--- config.mk ---
export PLATFORM = sky130hd
export DESIGN_NAME = regfile_wb_scheduler
export DESIGN_NICKNAME = d
export VERILOG_FILES = /design/src/rtl/y86_pkg.sv /design/src/rtl/rfw_hazard_cmp.sv /design/src/rtl/regfile_wb_scheduler.sv
export SDC_FILE = /design/constraint.sdc
export NUM_CORES = 1
export LEC_CHECK = 0
export CELL_PAD_IN_SITES_DETAIL_PLACEMENT = 0
export CELL_PAD_IN_SITES_GLOBAL_PLACEMENT = 1
export CORE_ASPECT_RATIO = 1.25
export CORE_MARGIN = 4
export CORE_UTILIZATION = 35
export CTS_CLUSTER_DIAMETER = 50
export DETAILED_ROUTE_END_ITERATION = 6
export MAX_ROUTING_LAYER = met4
export PLACE_DENSITY_LB_ADDON = 0.15
export SLEW_MARGIN = 25
export SYNTH_ARGS = -nofsm -noshare
export SYNTH_HDL_FRONTEND = slang
export SYNTH_SLANG_ARGS = --single-unit
--- constraint.sdc ---
create_clock -name clk -period 2.25 [get_ports clk]
set_input_delay 0.45 -clock clk [delete_from_list [all_inputs] [get_ports clk]]
set_output_delay 0.45 -clock clk [all_outputs]
set_load 0.01 [all_outputs]
--- src/rtl/y86_pkg.sv ---
// Shared Y86-64 constants: register indices, instruction codes and the
// write-back scheduler state encoding.
package y86_pkg;

  localparam logic [3:0] RRAX  = 4'h0;
  localparam logic [3:0] RRCX  = 4'h1;
  localparam logic [3:0] RRDX  = 4'h2;
  localparam logic [3:0] RRBX  = 4'h3;
  localparam logic [3:0] RRSP  = 4'h4;
  localparam logic [3:0] RRBP  = 4'h5;
  localparam logic [3:0] RRSI  = 4'h6;
  localparam logic [3:0] RRDI  = 4'h7;
  localparam logic [3:0] RR8   = 4'h8;
  localparam logic [3:0] RR9   = 4'h9;
  localparam logic [3:0] RR10  = 4'hA;
  localparam logic [3:0] RR11  = 4'hB;
  localparam logic [3:0] RR12  = 4'hC;
  localparam logic [3:0] RR13  = 4'hD;
  localparam logic [3:0] RR14  = 4'hE;
  localparam logic [3:0] RNONE = 4'hF;

  localparam logic [3:0] IHALT   = 4'h0;
  localparam logic [3:0] INOP    = 4'h1;
  localparam logic [3:0] IRRMOVQ = 4'h2;
  localparam logic [3:0] IIRMOVQ = 4'h3;
  localparam logic [3:0] IRMMOVQ = 4'h4;
  localparam logic [3:0] IMRMOVQ = 4'h5;
  localparam logic [3:0] IOPQ    = 4'h6;
  localparam logic [3:0] IJXX    = 4'h7;
  localparam logic [3:0] ICALL   = 4'h8;
  localparam logic [3:0] IRET    = 4'h9;
  localparam logic [3:0] IPUSHQ  = 4'hA;
  localparam logic [3:0] IPOPQ   = 4'hB;

  typedef enum logic [1:0] {
    IDLE = 2'd0,
    WR_E = 2'd1,
    WR_M = 2'd2
  } wb_state_t;

endpackage

--- src/rtl/rfw_hazard_cmp.sv ---
// Flags a decode source that matches one of up to two pending write-back
// destinations; a source of all-ones (no register) never matches.
module rfw_hazard_cmp #(
  parameter int REG_W = 4
) (
  input  logic [REG_W-1:0] src_a_i,
  input  logic [REG_W-1:0] src_b_i,
  input  logic [REG_W-1:0] pend0_i,
  input  logic [REG_W-1:0] pend1_i,
  output logic             hazard_o
);

  localparam logic [REG_W-1:0] NOREG = '1;

  logic hit_a;
  logic hit_b;

  always_comb begin
    hit_a    = (src_a_i != NOREG) && ((src_a_i == pend0_i) || (src_a_i == pend1_i));
    hit_b    = (src_b_i != NOREG) && ((src_b_i == pend0_i) || (src_b_i == pend1_i));
    hazard_o = hit_a || hit_b;
  end

endmodule

--- src/rtl/regfile_wb_scheduler.sv ---
// Serializes Y86-64 write-back bundles onto the register file's single write
// port. Define RFW_HAZARD_CHECK_EN to add the src_a/src_b/hazard compare ports.
module regfile_wb_scheduler
  import y86_pkg::*;
#(
  parameter int DATA_W = 64,
  parameter int REG_W  = 4
) (
  input  logic              clk,
  input  logic              rst_n,
  input  logic              in_valid,
  output logic              in_ready,
  input  logic [REG_W-1:0]  in_dstE,
  input  logic [DATA_W-1:0] in_valE,
  input  logic [REG_W-1:0]  in_dstM,
  input  logic [DATA_W-1:0] in_valM,
  output logic              wr_en,
  output logic [REG_W-1:0]  wr_addr,
  output logic [DATA_W-1:0] wr_data,
`ifdef RFW_HAZARD_CHECK_EN
  input  logic [REG_W-1:0]  src_a,
  input  logic [REG_W-1:0]  src_b,
  output logic              hazard,
`endif
  output logic              busy
);

  localparam logic [REG_W-1:0] NOREG = '1;

  wb_state_t         state_q, state_d;
  logic [REG_W-1:0]  dstE_q, dstE_d;
  logic [REG_W-1:0]  dstM_q, dstM_d;
  logic [DATA_W-1:0] valE_q, valE_d;
  logic [DATA_W-1:0] valM_q, valM_d;
  logic              wr_en_q, wr_en_d;
  logic [REG_W-1:0]  wr_addr_q, wr_addr_d;
  logic [DATA_W-1:0] wr_data_q, wr_data_d;

  logic final_wr;
  logic accept;
  logic e_ok;
  logic m_ok;
  logic e_first;

  always_comb begin
    final_wr  = (state_q == WR_M) || ((state_q == WR_E) && (dstM_q == NOREG));
    in_ready  = (state_q == IDLE) || final_wr;
    accept    = in_valid && in_ready;
    e_ok      = (in_dstE != NOREG);
    m_ok      = (in_dstM != NOREG);
    // A same-destination bundle keeps only its M write, so dstE is dropped here.
    e_first   = e_ok && !(m_ok && (in_dstE == in_dstM));

    state_d   = IDLE;
    dstE_d    = dstE_q;
    dstM_d    = dstM_q;
    valE_d    = valE_q;
    valM_d    = valM_q;
    wr_addr_d = NOREG;
    wr_data_d = '0;

    if (accept) begin
      dstE_d = e_first ? in_dstE : NOREG;
      dstM_d = in_dstM;
      valE_d = in_valE;
      valM_d = in_valM;
      if (e_first) begin
        state_d   = WR_E;
        wr_addr_d = in_dstE;
        wr_data_d = in_valE;
      end else if (m_ok) begin
        state_d   = WR_M;
        wr_addr_d = in_dstM;
        wr_data_d = in_valM;
      end
    end else if ((state_q == WR_E) && (dstM_q != NOREG)) begin
      state_d   = WR_M;
      wr_addr_d = dstM_q;
      wr_data_d = valM_q;
    end

    wr_en_d = (state_d != IDLE);
  end

  always_ff @(posedge clk or negedge rst_n) begin
    if (!rst_n) begin
      state_q   <= IDLE;
      dstE_q    <= NOREG;
      dstM_q    <= NOREG;
      valE_q    <= '0;
      valM_q    <= '0;
      wr_en_q   <= 1'b0;
      wr_addr_q <= NOREG;
      wr_data_q <= '0;
    end else begin
      state_q   <= state_d;
      dstE_q    <= dstE_d;
      dstM_q    <= dstM_d;
      valE_q    <= valE_d;
      valM_q    <= valM_d;
      wr_en_q   <= wr_en_d;
      wr_addr_q <= wr_addr_d;
      wr_data_q <= wr_data_d;
    end
  end

  assign wr_en   = wr_en_q;
  assign wr_addr = wr_addr_q;
  assign wr_data = wr_data_q;
  assign busy    = (state_q != IDLE);

`ifdef RFW_HAZARD_CHECK_EN
  logic [REG_W-1:0] pend0;
  logic [REG_W-1:0] pend1;

  // In WR_E the latched dstM is the queued write; in WR_M it is the current one.
  always_comb begin
    pend0 = (state_q == WR_E) ? dstE_q : NOREG;
    pend1 = (state_q != IDLE) ? dstM_q : NOREG;
  end

  rfw_hazard_cmp #(.REG_W(REG_W)) u_hazard_cmp (
    .src_a_i  (src_a),
    .src_b_i  (src_b),
    .pend0_i  (pend0),
    .pend1_i  (pend1),
    .hazard_o (hazard)
  );
`endif

endmodule
======== Word level (Yosys, flattened, before mapping) ========
Cells that the tools add are included.
operators by class
  muxes and demuxes ....................... 12
  equal/unequal tests ..................... 7
  reduce and logical (&&, ||, !) cells .... 11
operators by type and width
  operator                                             number
  two-way mux 64 bit                                   4
  two-way mux 4 bit                                    4
  != test 4 bit, second input constant                 3
  two-way mux 2 bit                                    4
  logical AND 1 bit                                    5
  equality test 4 bit                                  1
  equality test 4 bit, second input constant           1
  nonzero test 2 bit                                   2
  equality test 2 x 1 -> 1 bit, second input constant  1
  equality test 2 bit, second input constant           1
  logical NOT 2 bit                                    1
  logical OR 1 bit                                     2
  logical NOT 1 bit                                    1
storage, ports and cells
  output and inout port bits .............. 71
  flip-flop bits (word level) ............. 139
  input port bits ......................... 139
  word-level logic and storage cells ...... 36

======== Longest topological paths before layout ========
  depth after elaboration ................. 7
  depth in mapped cells ................... 7
  mapped depth without buffers ............ 5

======== Worst setup path before layout ========
OpenSTA, ideal clock, no wires.
  path kind ............................... reg-to-reg
  start point ............................. register dstM_q[2]
  end point ............................... register valM_q[10]
  path slack .............................. 0.376 ns
  period minus slack after synthesis ...... 1.874 ns
  arrival time ............................ 1.749 ns
  cell stages (with the launch flop) ...... 7
  path through ............................ dfstp_2 > nand4_1 > o21ai_1 > and2_1 > buf_2 > buf_4 > mux2_2
on the way
  word-level cells in the longest chain between the ends .. 5
RTL lines
  item                    line                         source
  start, declared         regfile_wb_scheduler.sv:32   logic [REG_W-1:0] dstM_q, dstM_d;
  start signal, assigned  regfile_wb_scheduler.sv:98   dstM_q <= dstM_d;
  equality test 4 bit     regfile_wb_scheduler.sv:46   final_wr = (state_q == WR_M) || ((state_q == WR_E) && (dstM_q == NOREG));
  logical AND 1 bit       regfile_wb_scheduler.sv:46
  logical OR 1 bit        regfile_wb_scheduler.sv:46
  logical OR 1 bit        regfile_wb_scheduler.sv:47   in_ready = (state_q == IDLE) || final_wr;
  via in_ready            regfile_wb_scheduler.sv:12   output logic in_ready,
  logical AND 1 bit       regfile_wb_scheduler.sv:48   accept = in_valid && in_ready;
  end signal, assigned    regfile_wb_scheduler.sv:100  valM_q <= valM_d;
  end, declared           regfile_wb_scheduler.sv:34   logic [DATA_W-1:0] valM_q, valM_d;
The timed path passes the listed nets, and every way through them passes these cells.
A chain may end at the register's enable or synchronous reset.

======== Worst setup path in the final report ========
  start point ............................. register dstM_q[3]
  end point ............................... output in_ready
on the way
  word-level cells in the longest chain between the ends .. 4
RTL lines
  item                 line
  equality test 4 bit  regfile_wb_scheduler.sv:46
  logical AND 1 bit    regfile_wb_scheduler.sv:46
  logical OR 1 bit     regfile_wb_scheduler.sv:46
  logical OR 1 bit     regfile_wb_scheduler.sv:47
  end, declared        regfile_wb_scheduler.sv:12
Every way passes these cells.

==> reports/qor.txt <==
H-Tree Level Count - 4
Floorplan die area - 19600 um^2
Length of the first detailed-routing pass in iterations - 7
Pins Over Slew Limit - 0
WHS Path Cells - 2
Highest signal layer in the routed design - met4
Total chip power - 8.21 mW
Wire length of the first global-routing pass - 27300 um
Aggregate global routing overflow - 0
Capture endpoint of the worst hold path - wr_addr[2]$_DFF_PN1_
Post-layout instance count excluding filler cells - 922
Num CTS Buffers - 17
Pleak - 3.72 nW
Max Root-Sink Buffers - 2
CP Launch Type - flip-flop
Share of power burned in combinational logic - 23.8%
Setup slack, reg-to-reg - 0.19 ns
Number of global-route vias before repair - 5221
Ports - 210
Crit Path Category - flip-flop to output pin
DP HPWL - 11700 um
Leading area contributor after synthesis - dfrtp_1
RD Place Congestion - 0.799
Number of warnings printed during yosys synthesis - 0
Shortest period the worst path allows - 2.12 ns
Hold Path Class - flip-flop to flip-flop
Total track usage - 17.9%
Sw Pwr - 2.12 mW
Fill cell instance count of the final layout - 1512
Count leader, synth - a21oi_1
Cells along the critical path - nand4_1, o21ai_2, dlygate4sd2_1
Worst reg-to-reg path cell count - 5
Number of instances in the synthesized netlist - 488
Final setup violation count - 0
TritonCTS Sinks - 139
Total power per unit cell area - 901 nW/um^2
Vias per cell - 5.48
Number of flops mapped to enable cells by yosys - 0
Clk Tree Root Cell - clkbuf_16
Crit-path slowest cell - dfstp_2
Effective utilization at floorplan - 36.0%
Largest clock skew in the final design - 0.00544 ns
Switching part of the total power - 25.9%
Unrepaired setup endpoints after global routing - no
Horizontal die dimension - 126 um
Clock tree from TritonCTS - yes
Area of the core - 17000 um^2
Number of placement rows - 53
Routed wire length on met3 - 1040 um
Sequential element share of the synthesized area - 57.1%
Result of the run - finished, violations left
Post-route fraction of the period consumed by the critical path - 94.3%
Critical path fanouts, max - 3
Pre-CTS setup slack - -0.0784 ns
Proportion of synthesized flip-flops having asynchronous set or reset - 100%
Number of placed instances with taps included - 889
Fraction of power consumed by sequential logic - 39.3%
Fraction of layout cells with a size suffix above 1 - 19.5%
Diodes inserted - 0
Clock slew at the register clock pins of the worst setup and hold paths - 0.06 ns
Fin worst setup slack - 0.129 ns
Routed wire length per instance - 18.8 um
Most common library cells after synthesis - a21oi_1, dfrtp_1, mux2_2
Worst Tran Pin Value - 0.471 ns
Predominant post-synthesis flop cell - dfrtp_1
Launch instance of the worst register-to-register path - dstM_q[3]$_DFFE_PN1N_
Sort of element at the end of the critical path - output pin
Total number of vias - 5053
Post-Route M1 WL - 7130 um
Antenna violations before repair - 0
Fraction of post-synthesis cell area in the top cell type by area - 53.7%
Maximum clock frequency - 471 MHz
Largest voltage drop on the vdd net - 422 uV
Critical R2R Capture - valM_q[41]$_DFFE_PN0N_
Crit path DAT - 1.67 ns
Post-detailed-route DRC marker count - 12
Critical hold path startpoint - dstM_q[2]$_DFFE_PN1N_
Maximum number of pins on one net before global-route repair - 99
Die Height - 156 um
Mapped Avg Cell Area - 12.5 um^2
Setup repair bufs after CTS - 0
CP peak stage delay - 0.55 ns
Post-synthesis sequential element count - 139
Violations in the final reports - design-rule violations
Number of port buffers - 209
Synth Cell Area - 6110 um^2
Net Count, Synth - 627
Distinct cells, synth - 27
Layout Utilization - 53.7%
Required time reported for the critical path endpoint - 1.80 ns
Final wirelength - 17300 um
Post-route ant nets - 0
Count of routing violations after the opening detailed-route iteration - 598
Insertion delay of the later-clocked pin in the worst-skew pair - 0.41 ns
Total of max-cap violations - 0
Post-synthesis to final-layout area growth - 49.2%
Portion of total power attributed to the clock network - 36.9%
Wire length on met2 - 8760 um
Number of failing hold endpoints at the final stage - 0
Final nets - 828
Cell types with the largest area share after synthesis - dfrtp_1, mux2_2, a21oi_1
Worst slew margin - 68.6%
Int Pwr - 6.08 mW
-- kinds of logic after synthesis --
logic type	count (synthesis)	share of synthesized area [%]
buf+inv	53	5.61
mux	71	13.0
xor+xnor	3	0.430
simple gates	18	1.54
compound gates	204	22.3
flops	139	57.1
-- through the flow --
stage | cell area [um^2] | hold WS (ns) | setup TNS [ns]
after floorplan | 6110 | 0.154 | 0
final | 9110 | 0.515 | 0
after CTS | 9110 | 0.519 | 0
after detailed placement | 8460 | 0.425 | -2.23
after global routing | 9110 | 0.542 | 0
after global placement | 8460 | 0.424 | -0.457
-- sequential cells by signal, summed over array words and instances (netlist names) --
signal and cells:
wr_addr 4, wr_en 1, state_q 2, dstM_q 4, wr_data 64, valM_q 64
-- routing by layer --
layer,track usage (%),vias to the layer above
li1,-,2316
met1,21.1,2538
met2,29.2,174
met3,5.48,25
met4,6.44,0
met5,-,-
-- power by group through the flow --
stage               clock [mW]  sequential, mW  combinational [mW]
floorplan                    0            3.32               0.889
global placement             0            3.25                1.94
detailed placement           0            3.26                1.97
CTS                       3.11            3.23                1.98
global route              3.20            3.28                2.12
finish                    3.03            3.23                1.95
-- final cells by class --
class | instances | area [um^2] | area share (%)
inverters | 2 | 7.51 | 0.0824
well taps | 220 | 275 | 3.02
flip-flops and latches | 139 | 3490 | 38.3
repair buffers | 233 | 2400 | 26.3
clock inverters | 12 | 195 | 2.14
clock buffers | 20 | 447 | 4.90
multi-input cells | 296 | 2300 | 25.2
-- critical path, delay by kind of cell (launching register included) --
family | cells | cell delay, ns
DFF | 1 | 0.55
AOI/OAI and AO/OA | 1 | 0.22
buffers and inverters | 1 | 0.31
and+or+nand+nor | 1 | 0.19
-- cells in the final DEF, fill, tap and decap left out, drive strengths merged, types with 2 or more instances in the layout --
cell type,instances
clkdlybuf4s50,207
a21oi,133
dfrtp,131
mux2,68
a222oi,64
buf,24
clkbuf,20
dfstp,8
nor2,6
bufinv,5
nand4,4
clkinvlp,4
xnor2,3
mux2i,3
clkinv,3
o21ai,3
inv,2
and2,2
-- repair_timing --
action                                 in CTS  in global routing
resized for setup                           2                  0
setup endpoints to repair                   1                  0
hold buffers                                1                  0
endpoints found under the hold margin      45                  0
-- worst max-delay path by stage --
stage / startpoint / to / slack [ns] / cells past startpoint
2_1_floorplan: dstM_q[2]$_DFFE_PN1N_ / valM_q[10]$_DFFE_PN0N_ / 0.38 / 6
3_3_place_gp: in_dstM[1] / wr_data[15]$_DFF_PN0_ / -0.05 / 7
3_5_place_dp: in_dstM[1] / wr_data[47]$_DFF_PN0_ / -0.08 / 7
4_1_cts: dstM_q[2]$_DFFE_PN1N_ / in_ready / 0.14 / 3
5_1_grt: dstM_q[2]$_DFFE_PN1N_ / in_ready / 0.04 / 3
6_report: dstM_q[3]$_DFFE_PN1N_ / in_ready / 0.13 / 3
No activity file was read; power rests on OpenSTA's default activity.
